<file path="config.mk">
export PLATFORM = sky130hd
export DESIGN_NAME = chunk_add_seq
export DESIGN_NICKNAME = d
export VERILOG_FILES = /design/src/rtl/chunk_add_seq.sv
export SDC_FILE = /design/constraint.sdc
export NUM_CORES = 1
export LEC_CHECK = 0
export BUFFER_PORTS_ARGS = -buffer_cell sky130_fd_sc_hd__buf_2
export CAP_MARGIN = 40
export CELL_PAD_IN_SITES_DETAIL_PLACEMENT = 0
export CELL_PAD_IN_SITES_GLOBAL_PLACEMENT = 2
export CORE_AREA = 2 2 248 250
export DETAILED_ROUTE_END_ITERATION = 12
export DIE_AREA = 0 0 250 252
export GPL_ROUTABILITY_DRIVEN = 1
export HOLD_SLACK_MARGIN = 0.05
export PLACE_DENSITY = 0.74
export SETUP_SLACK_MARGIN = 0.4
export SLEW_MARGIN = 20
export SYNTH_ARGS = -nofsm -noshare
export SYNTH_HDL_FRONTEND = slang
export SYNTH_SLANG_ARGS = --single-unit
</file>
<file path="constraint.sdc">
create_clock -name clk_i -period 12 [get_ports clk_i]
set_input_delay 0.6 -clock clk_i [delete_from_list [all_inputs] [get_ports clk_i]]
set_output_delay 0.6 -clock clk_i [all_outputs]
set_load 0.01 [all_outputs]
</file>
<file path="src/rtl/chunk_add_seq.sv">
// chunk_add_seq: sequential W = N*CHUNKS bit adder.
// It adds one N-bit chunk per cycle through a single carry-lookahead adder and keeps the
// carry in a register between chunks.
// The optional macro CHUNK_ADD_SEQ_OVF_EN adds a registered signed-overflow output, ovf_o.

// N-bit carry-lookahead adder.
// Group generate/propagate signals come from a log-depth prefix network.
module chunk_add_seq_cla #(
    parameter int unsigned N = 32
) (
    input  logic [N-1:0] a_i,
    input  logic [N-1:0] b_i,
    input  logic         cin_i,
    output logic [N-1:0] sum_o,
    output logic         cout_o
);

    logic [N-1:0] prop;
    logic [N-1:0] gg;
    logic [N-1:0] pp;
    logic [N-1:0] gn;
    logic [N-1:0] pn;
    logic [N:0]   carry;

    // Prefix network: after it runs, gg[i]/pp[i] cover bits i..0.
    always_comb begin
        prop = a_i ^ b_i;
        gg   = a_i & b_i;
        pp   = prop;
        gn   = '0;
        pn   = '0;
        for (int s = 0; (1 << s) < N; s++) begin
            gn = gg;
            pn = pp;
            for (int i = (1 << s); i < N; i++) begin
                gn[i] = gg[i] | (pp[i] & gg[i - (1 << s)]);
                pn[i] = pp[i] & pp[i - (1 << s)];
            end
            gg = gn;
            pp = pn;
        end
        carry[0] = cin_i;
        for (int i = 0; i < N; i++) begin
            carry[i+1] = gg[i] | (pp[i] & cin_i);
        end
        sum_o  = prop ^ carry[N-1:0];
        cout_o = carry[N];
    end

endmodule

module chunk_add_seq #(
    parameter int unsigned N      = 32,
    parameter int unsigned CHUNKS = 4
) (
    input  logic                clk_i,
    input  logic                rst_ni,
    input  logic                in_valid_i,
    output logic                in_ready_o,
    input  logic [N*CHUNKS-1:0] a_i,
    input  logic [N*CHUNKS-1:0] b_i,
    input  logic                cin_i,
    output logic                out_valid_o,
    input  logic                out_ready_i,
    output logic [N*CHUNKS-1:0] y_o,
    output logic                cout_o
`ifdef CHUNK_ADD_SEQ_OVF_EN
    ,
    output logic                ovf_o
`endif
);

    localparam int unsigned W    = N * CHUNKS;
    localparam int unsigned IdxW = (CHUNKS > 1) ? $clog2(CHUNKS) : 1;

    typedef enum logic [1:0] {StIdle, StBusy, StDone} state_e;

    state_e            state_q, state_d;
    logic [W-1:0]      a_q, a_d;
    logic [W-1:0]      b_q, b_d;
    logic [W-1:0]      y_q, y_d;
    logic              carry_q, carry_d;
    logic              cout_q, cout_d;
    logic [IdxW-1:0]   idx_q, idx_d;

    logic [N-1:0]      chunk_a;
    logic [N-1:0]      chunk_b;
    logic [N-1:0]      chunk_sum;
    logic              chunk_cout;
    logic              last_chunk;

`ifdef CHUNK_ADD_SEQ_OVF_EN
    logic              ovf_q, ovf_d;
    logic              chunk_ovf;
`endif

    assign chunk_a    = a_q[N*int'(idx_q) +: N];
    assign chunk_b    = b_q[N*int'(idx_q) +: N];
    assign last_chunk = (idx_q == IdxW'(CHUNKS - 1));

    chunk_add_seq_cla #(
        .N (N)
    ) u_cla (
        .a_i    (chunk_a),
        .b_i    (chunk_b),
        .cin_i  (carry_q),
        .sum_o  (chunk_sum),
        .cout_o (chunk_cout)
    );

`ifdef CHUNK_ADD_SEQ_OVF_EN
    // Equal operand signs with a differing sum sign is equivalent to carry-in(msb) ^ carry-out.
    assign chunk_ovf = (chunk_a[N-1] ~^ chunk_b[N-1]) & (chunk_sum[N-1] ^ chunk_a[N-1]);
`endif

    // Next-state logic for the FSM and the datapath registers.
    always_comb begin
        state_d = state_q;
        a_d     = a_q;
        b_d     = b_q;
        y_d     = y_q;
        carry_d = carry_q;
        cout_d  = cout_q;
        idx_d   = idx_q;
`ifdef CHUNK_ADD_SEQ_OVF_EN
        ovf_d   = ovf_q;
`endif
        unique case (state_q)
            StIdle: begin
                if (in_valid_i) begin
                    a_d     = a_i;
                    b_d     = b_i;
                    carry_d = cin_i;
                    idx_d   = '0;
                    state_d = StBusy;
                end
            end
            StBusy: begin
                y_d[N*int'(idx_q) +: N] = chunk_sum;
                carry_d = chunk_cout;
                idx_d   = idx_q + IdxW'(1);
                if (last_chunk) begin
                    cout_d  = chunk_cout;
`ifdef CHUNK_ADD_SEQ_OVF_EN
                    ovf_d   = chunk_ovf;
`endif
                    state_d = StDone;
                end
            end
            StDone: begin
                if (out_ready_i) begin
                    state_d = StIdle;
                end
            end
            default: state_d = StIdle;
        endcase
    end

    // State and datapath registers; reset aborts any request in flight.
    always_ff @(posedge clk_i or negedge rst_ni) begin
        if (!rst_ni) begin
            state_q <= StIdle;
            a_q     <= '0;
            b_q     <= '0;
            y_q     <= '0;
            carry_q <= 1'b0;
            cout_q  <= 1'b0;
            idx_q   <= '0;
`ifdef CHUNK_ADD_SEQ_OVF_EN
            ovf_q   <= 1'b0;
`endif
        end else begin
            state_q <= state_d;
            a_q     <= a_d;
            b_q     <= b_d;
            y_q     <= y_d;
            carry_q <= carry_d;
            cout_q  <= cout_d;
            idx_q   <= idx_d;
`ifdef CHUNK_ADD_SEQ_OVF_EN
            ovf_q   <= ovf_d;
`endif
        end
    end

    assign in_ready_o  = (state_q == StIdle);
    assign out_valid_o = (state_q == StDone);
    assign y_o         = y_q;
    assign cout_o      = cout_q;
`ifdef CHUNK_ADD_SEQ_OVF_EN
    assign ovf_o       = ovf_q;
`endif

endmodule

</file>
==> results of run 1 <==
==> state kept, by name, summed over array words and instances, names as in the netlist <==
signal / count
y_o: 128
b_q: 128
a_q: 128
carry_q: 1
state_q: 2
idx_q: 2
cout_o: 1
==> cell usage after synthesis (3+ instances only) <==
master	count
a211oi_1	5
a22o_1	97
o21ai_1	4
and3_1	3
nand4_1	15
nand3_1	5
a31oi_1	3
mux4_2	64
buf_2	9
a32o_1	4
dfrtp_1	390
o21a_1	7
o21bai_1	3
a21o_1	6
nor3_1	9
ha_1	39
o21ai_0	59
xnor2_1	14
a21oi_1	38
nand2_1	838
clkbuf_1	82
xor2_1	10
nor2b_1	6
inv_1	8
buf_1	11
o211ai_1	6
nor2_1	30
==> stage by stage <==
stage / hold slack [ps] / util (%) / worst slack (ps) / power, mW / cell area, um^2
2_1_floorplan: 304 / - / 8170 / 4.99 / 17900
3_3_place_gp: 454 / 34.2 / 7320 / 6.49 / 20600
3_5_place_dp: 456 / 34.6 / 7490 / 6.59 / 20800
4_1_cts: 109 / 37.1 / 7470 / 8.05 / 22300
5_1_grt: 114 / 37.3 / 7140 / 8.58 / 22500
6_report: 36.7 / 37.4 / 7540 / 8.02 / 22500
==> kinds of logic (layout without fill, tap and decap cells) <==
| group | Yosys count | after routing | synth area share (%) |
|---|---|---|---|
| xor+xnor | 25 | 25 | 1.33 |
| mux | 67 | 67 | 8.23 |
| simple gates | 923 | 923 | 20.3 |
| flops | 390 | 390 | 54.5 |
| other cells | 0 | 3 | 0 |
| buf+inv | 112 | 503 | 2.46 |
| fa+ha+maj | 40 | 40 | 2.84 |
| compound gates | 255 | 255 | 10.3 |
==> worst max-delay path by stage <==
stage | start | end | cells past startpoint
finish | idx_q[0] | y_o[125] | 10
detailed placement | idx_q[0] | y_o[63] | 11
floorplan | idx_q[0] | y_o[117] | 12
global route | idx_q[0] | y_o[123] | 11
global placement | idx_q[0] | y_o[17] | 10
CTS | idx_q[0] | y_o[121] | 11
==> area by class of cell <==
cell class                      count  share of cell area (%)
Multi-Input combinational cell   1310                    34.4
Timing Repair Buffer              417                    10.7
Clock inverter                     13                   0.847
Sequential cell                   390                    43.5
Inverter                            8                   0.134
Antenna cell                        3                  0.0334
Clock buffer                       65                    6.03
Tap cell                          782                    4.36
==> metal layers <==
layer  global-route usage [%]  wire [um]  vias to the layer above
met3                     3.90       3900                       72
met5                        0         13                        -
met2                     29.3      27400                      480
met4                     4.52       1090                        2
met1                     28.5      29300                     7353
li1                         -          -                     6837
==> cells in the final DEF (no fill, tap or decap), types with 6 or more instances in the layout <==
cell type / n
dfrtp_1: 388
buf_2: 390
buf_16: 9
clkbuf_16: 47
a21oi_1: 38
nor3_1: 9
o21ai_0: 59
xnor2_1: 14
xor2_1: 10
clkbuf_8: 11
clkbuf_1: 7
nand4_1: 15
inv_1: 8
clkinv_2: 6
mux4_2: 64
nor2b_1: 6
o211ai_1: 6
o21a_1: 7
a21o_1: 6
nor2_1: 27
buf_4: 12
ha_1: 39
nand2_1: 833
a22o_1: 97
==> power by group through the flow <==
stage / clock network (mW) / registers [mW] / logic [mW]
floorplan: 0 / 2.14 / 2.85
global placement: 0 / 2.22 / 4.26
detailed placement: 0 / 2.24 / 4.36
CTS: 1.46 / 2.22 / 4.38
global route: 1.51 / 2.28 / 4.79
finish: 1.42 / 2.21 / 4.39
==> critical path: cells and delay by family, from the launching register on <==
kind / cells / cell delay (ps)
AO/OA/AOI/OAI: 4 / 1240
adder cells (fa/ha/maj): 1 / 470
buffers and inverters: 2 / 700
flip-flops: 1 / 820
multiplexers: 2 / 850
AND/OR/NAND/NOR: 1 / 260
==> impl_summary.md, run 1 <==
Routing
The number of nets still failing antenna checks after routing is 0. The detailed router placed 14744 vias in this run. The via count normalized by instance count is 4.93. The violation count after the first detailed-routing iteration is 1020. After detailed routing, the average wire length per cell comes to 20.7 um. For this block, the routed nets add up to 61800 um of wire. For this run, the detailed router's first-pass iteration total came to 6.

After detailed routing, the number of remaining DRC violations is 0.

STA
The final max-slew violation count was 0. Setup violations remaining at the end of the flow were counted as 0. The shortest period the worst path allows is 4460 ps. The number of hold violations in the final report was 0. After routing, the total negative slack on setup checks comes to 0 ps. Static timing analysis puts the maximum clock frequency at 0.224 GHz. At the pin with the least slew margin, the transition time is 872 ps.

In the finished design, the share of the clock period the worst path needs comes to 37.2%. The relative max-transition margin is 41.8%. The worst-case clock skew is 25.7 ps. Setup repair after global routing left no endpoint under its margin.

Logic synthesis
The synthesized netlist net count is 2113. The largest total area in the synthesized netlist belongs to dfrtp_1. The number of enable flip-flop cells after synthesis is 0. The synthesized design devotes to its leading area cell type 54.5% of total area.

The register bit count reported by yosys is 390. The summed instance area of the synthesized netlist is 0.0179 mm^2. The number of distinct library cells after synthesis is 61. The async set or reset register ratio after synthesis is 100%. The most frequently used flop master after synthesis is dfrtp_1. Sorting the synthesized cells by area gives the leading types as dfrtp_1, nand2_1, mux4_2. The Yosys step of the flow raised 0 warnings.

For this run, the register share of the synthesized area comes to 54.5%. After synthesis, the mean cell area works out to 9.87 um^2. The cell count after synthesis came out at 1812.

Power and ir drop
The leakage power summed over all cells is 11.6 nW. The combinational cell fraction of total power is 54.7%. The net switching share of the total power is 46.7%.

The switching component of the power is 3.74 mW. The internal power is 4.28 mW. The power per unit of standard cell area is 357 mW/mm^2. The share of total power dissipated in the clock network is 17.7%.

The sequential share of power is 27.6%. The peak supply drop is 138 uV.

Global route
The total congestion overflow after global routing is 0. The via count of the first global-routing pass came to 14911. Entering global routing, the biggest net connects 139 pins.

The total track usage is 19.4%. The number of antenna violations at the first check in global routing was 4. The wire length of the first global-routing pass is 92900 um.

Floorplan
The die is 252 um tall. The die outline width is 250 um. The effective utilization at floorplan is 29.8%. The die covers 0.0630 mm^2. The region available for standard cell placement spans 0.0601 mm^2. 392 I/O pins were placed.

After floorplanning, the core was divided into 90 placement rows.

Layout
The count of fill cells added during filler insertion is 6165. The post-route non-filler standard cell count is 2988. Summing all multi-input logic gate instances after layout gives 0.00773 mm^2. In the final layout, the share of cells above drive strength 1 is 26.4%.

Relative to the synthesized area, the layout overhead comes to 25.5%. Across the whole layout, storage elements account for 0.00977 mm^2. At the end of the flow, the number of nets in the layout was 2474.

CTS
The hold-fix buffer count after cts is 0. No sink is reached through more buffers than the 3 on the longest clock path. Counting every sink on the clock net gives 390.

The H-tree depth is 2. After clock tree synthesis, the clock-pin slew on the worst setup and hold paths is 60 ps. The CTS tree is done. Post-CTS repair changed the size of 0 cells. For the worst-skew pair, the clock arrives at the later sink with an insertion delay of 580 ps. Once the clock tree was built, the setup fixing pass inserted 0 buffers. The cell sitting at the root of the clock tree is a clkbuf_16. The number of clock buffers added by TritonCTS is 46.

Critical path
The register-to-register setup slack is 7540 ps. The worst setup path is captured at a flop. STA classifies the critical path startpoint as a flop. The highest net fanout along the worst path is 31. The slowest cell on the critical path is dfrtp_4. The worst register-to-register path ends at y_o[125]. The startpoint-to-endpoint class of the critical path is reg2reg. On the worst path, the slowest cell contributes a delay of 820 ps. Traced cell by cell, the critical path runs through buf_4 -> buf_16 -> mux4_2 -> ha_1 -> nand2_1 -> o21ai_0 -> a211oi_1 -> mux2_2 -> o211ai_1 -> a22o_1.

Data arrives at the worst endpoint at 4960 ps. The worst register-to-register path begins at idx_q[0]. The worst register-to-register path has a depth of 10. The critical path required time is 12500 ps.

Place
Buffers placed on the I/O ports in this run total 391. The final RePlAce weighted congestion is 0.855. After legalization and detailed placement, the total HPWL measured 46000 um. The number of placed cells counting well taps is 2902.

Min path
The type of the most critical hold path is in2async.

Job
Across the run, the number of max-cap violations was 0.

Outcome
The run finished with clean final reports.
Power figures use the tool's default switching activity.
==> run 2, diff against run 1 <==
- clock period: 12 -> 4.4 ns (I/O delays scaled with it)
==> run 2 against run 1 <==
Design area grew 11%; critical endpoint is now y_o[84]; sequential power increased to 2.7 times the previous value; die area unchanged; critical path depth decreased by 1.
==> impl_summary.md, run 2 (synthesized netlist as in run 1, its figures left out) <==
Floorplan
The effective utilization at floorplan is 29.8% (unchanged). The area of the die is 0.0630 mm^2 (unchanged). The top-level I/O count is 392 (unchanged).

The core box area is 0.0601 mm^2 (unchanged). The y dimension of the die is 252 um (unchanged). The site row count came to 90 (unchanged).

The die outline width is 250 um (unchanged).

STA
The slew at the pin with the worst max-slew slack is 924 ps (+51.8 ps). The shortest period the worst path allows is 3760 ps (-698 ps). The final max-slew violation count is 0 (unchanged). Setup repair after global routing left no endpoint under its margin.

The maximum clock rate is 0.266 GHz (+19%). The setup total negative slack is 0 ps (unchanged). The final worst-path cycle share is 85.4% (+48 points). The worst hold slack across all endpoints is 270 ps (+233 ps). The worst-case clock skew is 21.2 ps (-4.56 ps).

The number of hold violations in the final report is 0 (unchanged). The final setup violation count is 0 (unchanged). The relative max-transition margin is 38.4% (-3.5 points).

Place
The final RePlAce weighted congestion is 0.853 (-0.25%). The count of port buffers added during placement is 391 (unchanged). The HPWL reported at the end of detailed placement is 45600 um (-0.94%).

Routing
The final routed wire length divided by cell count is 19.6 um (-5.1%). The number of optimization iterations in the first detailed-route pass is 6 (unchanged). The number of nets still failing antenna checks after routing is 0 (unchanged). The DRC violations left is 0 (unchanged). The violation count after the first detailed-routing iteration was 1087 (+6.6%). The via count normalized by instance count came to 4.81 (-2.4%).

The via total after detailed routing came to 15678 (+6.3%). The post-detailed-routing wire length was 63900 um (+3.5%).

Critical path
The critical path required time is 4890 ps (-7610 ps). The critical path is of the reg2reg type. The data arrival at the endpoint of the critical path was 4250 ps (-710 ps). The highest net fanout along the worst path was 7 (-77%). The worst setup path is captured at a flop. STA classifies the critical path startpoint as a flop.

CTS
The H-tree depth came to 2 (unchanged). The clock-pin slew on the worst setup and hold paths came to 60 ps (about the same). The clock latency reported for the late side of the worst-skew pair is 570 ps (about the same). The CTS buffer count came to 46 (unchanged). The maximum buffer depth of the clock tree is 3 (unchanged).

The root buffer cell is clkbuf_16. TritonCTS built the clock tree. The number of clock sinks is 390 (unchanged).

Power and ir drop
The sequential share of power is 27.4% (-0.2 points). The combinational cell fraction of total power is 55.8% (+1.1 points). The net switching share of the total power is 46.8% (+0.13 points). The clock group share of total power was 16.8% (-0.9 points). The internal power is 11.6 mW (+170%). The peak supply drop is 399 uV (+190%). The switching component of the power is 10.2 mW (+170%). The power per unit of standard cell area came to 875 mW/mm^2 (+140%). The leakage power summed over all cells is 12.7 nW (+8.6%).

Layout
The fraction of layout instances using a drive strength above 1 was 23.6% (-2.8 points). Leaving out fill and tap cells, the most frequent cells in the layout are nand2_1, buf_2, dfrtp_1. The count of nets after finishing is 2740 (+11%). The commonest non-fill, non-tap cell in the layout is nand2_1.

The relative area change from synthesis to final layout is 39.1%.

Global route
The pin count of the biggest net entering global routing is 118 (-15%). The via count of the first global-routing pass is 16241 (+8.9%). The number of antenna violations at the first check in global routing was 2 (-2). The total track usage was 20.1% (+0.73 points).

The wire length of the first global-routing pass is 97200 um (+4.7%). The total congestion overflow after global routing is 0 (unchanged).

Job
The count of maximum capacitance violations was 0 (unchanged).

Min path
In this run the worst hold path is classified as in2async.

Outcome
The run finished with clean final reports.
==> run 2: path summary, 6_finish.rpt <==
| path | endpoint | cells after the start | startpoint | slack, ps |
|---|---|---|---|---|
| setup / recovery | y_o[84] | 9 | idx_q[0] | 640 |
| hold / removal | y_o[8] | 2 | rst_ni | 270 |
| setup reg to reg | y_o[84] | 9 | idx_q[0] | 640 |
| hold reg to reg | b_q[86] | 2 | b_q[86] | 470 |
| max in group asynchronous | a_q[22] | 3 | rst_ni | 2950 |
| min in group clk_i | a_q[32] | 4 | in_valid_i | 300 |
==> run 2: area by class of cell <==
type	count	area (um^2)
inverter	8	30.0
antenna	3	7.51
sequential	390	9770
clock inverter	13	113
tap	782	978
clock buffer	68	1330
multi-input combinational	1310	7730
timing repair buffer	683	4930
fill	5939	35300
==> run 2: power by group through the flow <==
stage          logic, mW  registers, mW  clock network, mW
3_5_place_dp        11.9           6.07                  0
6_report            12.1           5.96               3.66
5_1_grt             13.4           6.14               3.93
3_3_place_gp        11.8           6.03                  0
2_1_floorplan       7.78           5.83                  0
4_1_cts             12.2           6.02               3.78
==> run 2: layer usage <==
layer	global-route usage [%]	part of all wire [%]	vias to the layer above
li1	-	-	7369
met1	28.6	47	7754
met2	31.5	45	466
met3	3.21	4.7	89
met4	6.19	2.6	0
met5	0	0	-
==> run 2: per-stage QoR <==
step | util [%] | instance area (um^2) | setup WS, ps | cells | total power [mW]
2_1_floorplan | - | 17900 | 571 | 1812 | 13.6
3_3_place_gp | 34.5 | 20800 | 419 | 2909 | 17.8
3_5_place_dp | 34.6 | 20800 | 397 | 2910 | 18.0
4_1_cts | 41.3 | 24800 | 404 | 3250 | 21.9
5_1_grt | 41.4 | 24900 | 402 | 3256 | 23.4
6_report | 41.4 | 24900 | 640 | 3257 | 21.8
==> run 2: critical path, cell delays in order, from the launching register on <==
cell and delay, ps:
dfrtp_4 500, buf_4 230, mux4_2 520, ha_1 500, nand2_1 140, o211ai_1 260, nor3b_1 510, a21oi_1 160
xnor2_1 590, a22o_1 240
==> run 2: what timing repair did <==
item,CTS,global route
endpoints found under the hold margin,360,0
hold buffers,259,0
cloned,0,0
buffers inserted,0,4
endpoints found under the setup margin,2,66
gates resized for setup,1,3
==> run 3, diff against run 2 <==
--- a/config.mk
+++ b/config.mk
@@ -15,2 +15,3 @@
 export GPL_ROUTABILITY_DRIVEN = 1
+export GPL_TIMING_DRIVEN = 0
 export HOLD_SLACK_MARGIN = 0.05
==> constraint.sdc (replaced) <==
create_clock -name clk_i -period 4.4 [get_ports clk_i]
set_input_delay 0.88 -clock clk_i [delete_from_list [all_inputs] [get_ports clk_i]]
set_output_delay 0.88 -clock clk_i [all_outputs]
set_load 0.01 [all_outputs]
==> run 3 against run 2 <==
Wire length up 5.4%; non-clock buffer count down 173; core utilization fell by 3.4 points; highest routed layer is now met5; clock skew grew 5.5 ps; sequential cell count unchanged.
==> impl_summary.md, run 3 (synthesized netlist as in run 1, its figures left out) <==
Min path
In this run the worst hold path is classified as in2async.

CTS
The CTS buffer count is 45 (-2.2%). The CTS tree is done. The H-tree depth came to 2 (unchanged). In this run the clock root is driven by a clkbuf_16. The maximum buffer depth of the clock tree is 3 (unchanged). The clock latency reported for the late side of the worst-skew pair is 590 ps (+20 ps). The hold-fix buffer count after cts is 0 (-100%).

The clock-pin slew on the worst setup and hold paths was 60 ps (about the same). The number of clock sinks is 390 (unchanged).

Place
The number of placed cells counting well taps was 2993 (+2.9%). The count of port buffers added during placement was 391 (unchanged). The HPWL reported at the end of detailed placement is 52800 um (+16%). The final RePlAce weighted congestion is 0.837 (-1.9%). The pre-CTS setup slack came to -718 ps (-1120 ps).

Power and ir drop
The post-route total power was 23.0 mW (+5.6%). The leakage power summed over all cells is 11.7 nW (-7.3%). The peak supply drop is 470 uV (+18%). The power per unit of standard cell area is 1010 mW/mm^2 (+15%).

Routing
The via total after detailed routing was 15179 (-3.2%). The DRC violations left is 0 (unchanged). The number of optimization iterations in the first detailed-route pass was 5 (-1). The final routed wire length divided by cell count is 21.8 um (+11%). The number of nets still failing antenna checks after routing is 0 (unchanged).

The violation count after the first detailed-routing iteration is 894 (-18%). The via count normalized by instance count is 4.92 (+2.2%). The post-detailed-routing wire length was 67400 um (+5.4%).

Layout
The count of nets after finishing was 2566 (-6.4%). The fraction of layout instances using a drive strength above 1 is 26.9% (+3.3 points). The count of fill cells added during filler insertion is 6198 (+4.4%). From synthesis to final layout, the design area changed by 27.6%.

The commonest non-fill, non-tap cell in the layout is nand2_1. The post-route non-filler standard cell count is 3084 (-5.3%). In the layout the commonest cells are nand2_1, buf_2, dfrtp_1. The utilization after layout is 38.0% (-3.4 points).

Critical path
The highest net fanout along the worst path is 10 (+3). The startpoint-to-endpoint class of the critical path is reg2reg. The path depth of the worst reg2reg path was 13 (+4). The worst setup path is launched from a flop.

The critical path required time is 4860 ps (-30 ps). The data arrival at the endpoint of the critical path was 4310 ps (+60 ps). The worst setup path startpoint is idx_q[0]. The worst setup path is captured at a flop.

In this run the critical register-to-register path is launched from idx_q[0].

STA
The shortest period the worst path allows came to 3850 ps (+89.8 ps). The setup slack after layout is 551 ps (-89.8 ps). The worst-case clock skew is 26.7 ps (+5.53 ps). The relative max-transition margin is 43.9% (+5.5 points). The maximum clock rate is 0.260 GHz (-2.3%). Setup repair after global routing could not meet its margin everywhere. The final setup violation count is 0 (unchanged). The slew at the pin with the worst max-slew slack is 835 ps (-89.6 ps). The final worst-path cycle share is 87.5% (+2.0 points). The final max-slew violation count is 0 (unchanged). The setup total negative slack is 0 ps (unchanged). The number of hold violations in the final report came to 0 (unchanged).

Floorplan
The y dimension of the die came to 252 um (unchanged). The site row count is 90 (unchanged). The effective utilization at floorplan was 29.8% (unchanged).

The top-level I/O count is 392 (unchanged). The core box area is 0.0601 mm^2 (unchanged). The area of the die was 0.0630 mm^2 (unchanged). The die outline width is 250 um (unchanged).

Global route
The wire length of the first global-routing pass is 100000 um (+2.9%). The pin count of the biggest net entering global routing is 98 (-17%). The total track usage is 21.3% (+1.2 points). The total congestion overflow after global routing is 0 (unchanged). The via count of the first global-routing pass is 15974 (-1.6%). The number of antenna violations at the first check in global routing came to 7 (+5).

Job
The count of maximum capacitance violations came to 0 (unchanged).

Outcome
The flow ran to the end, and the final reports show no timing, DRC or antenna violations.
run 3: changes by cell type in the layout (fill, tap and decap cells not counted), sizes merged:
cell | previous run | this run
buf | 423 | 428
clkbuf | 69 | 149
clkinvlp | 2 | 3
diode | 3 | 2
dlygate4sd3 | 259 | 0
inv | 10 | 11
run 3: area by class of cell:
class	count	area (um^2)	share of cell area (%)
clock buffer	67	1330	5.82
tap	782	978	4.28
inverter	8	30.0	0.131
multi-input combinational	1310	7900	34.6
clock inverter	15	141	0.619
sequential	390	9760	42.7
timing repair buffer	406	2200	9.64
buffer	104	492	2.15
antenna	2	5.00	0.0219
run 3: what timing repair did:
item / 4_1_cts / 5_1_grt
setup buffers: 2 / 5
setup endpoints to repair: 98 / 79
resized for setup: 46 / 30
gates cloned: 0 / 0
pin swaps: 2 / 5
run 3: path summary, 6_finish.rpt:
path                                 to  slack [ps]
worst max-delay path            y_o[24]         550
worst min-delay path            y_o[12]         240
worst max register to register  y_o[24]         550
worst min register to register  b_q[66]         470
max in group asynchronous        b_q[4]        3000
min in group clk_i              b_q[66]         470
run 3: report_power, final:
| group | switching [mW] | internal, mW |
|---|---|---|
| Clock | 1.57 | 2.16 |
| Combinational | 8.50 | 4.84 |
| Sequential | 0.845 | 5.07 |
| Total | 10.9 | 12.1 |
run 3: layer usage:
layer  vias up  share of wire [%]  routed length (um)  global-route usage [%]
met2       458                 48               32100                    35.4
met5         -              0.080                  54                       0
li1       7038                  -                   -                       -
met4        10                2.0                1360                    5.56
met3        93                5.4                3630                    3.59
met1      7580                 45               30300                    28.8
run 3: critical path, stage by stage (launching register included):
cell and delay, ps:
dfrtp_1 400, buf_4 200, clkbuf_16 220, buf_6 220
mux4_2 590, ha_1 410, a21oi_1 320, o211ai_1 200
nor3b_2 230, o21a_1 170, nor3_1 320, nor4_4 50
buf_4 180, a22o_1 200
run 3: through the flow:
| step | hold WS [ps] | instance area [um^2] |
|---|---|---|
| floorplan | 440 | 17900 |
| global placement | 452 | 20800 |
| detailed placement | 458 | 21000 |
| CTS | 214 | 22700 |
| global route | 260 | 22800 |
| finish | 237 | 22800 |
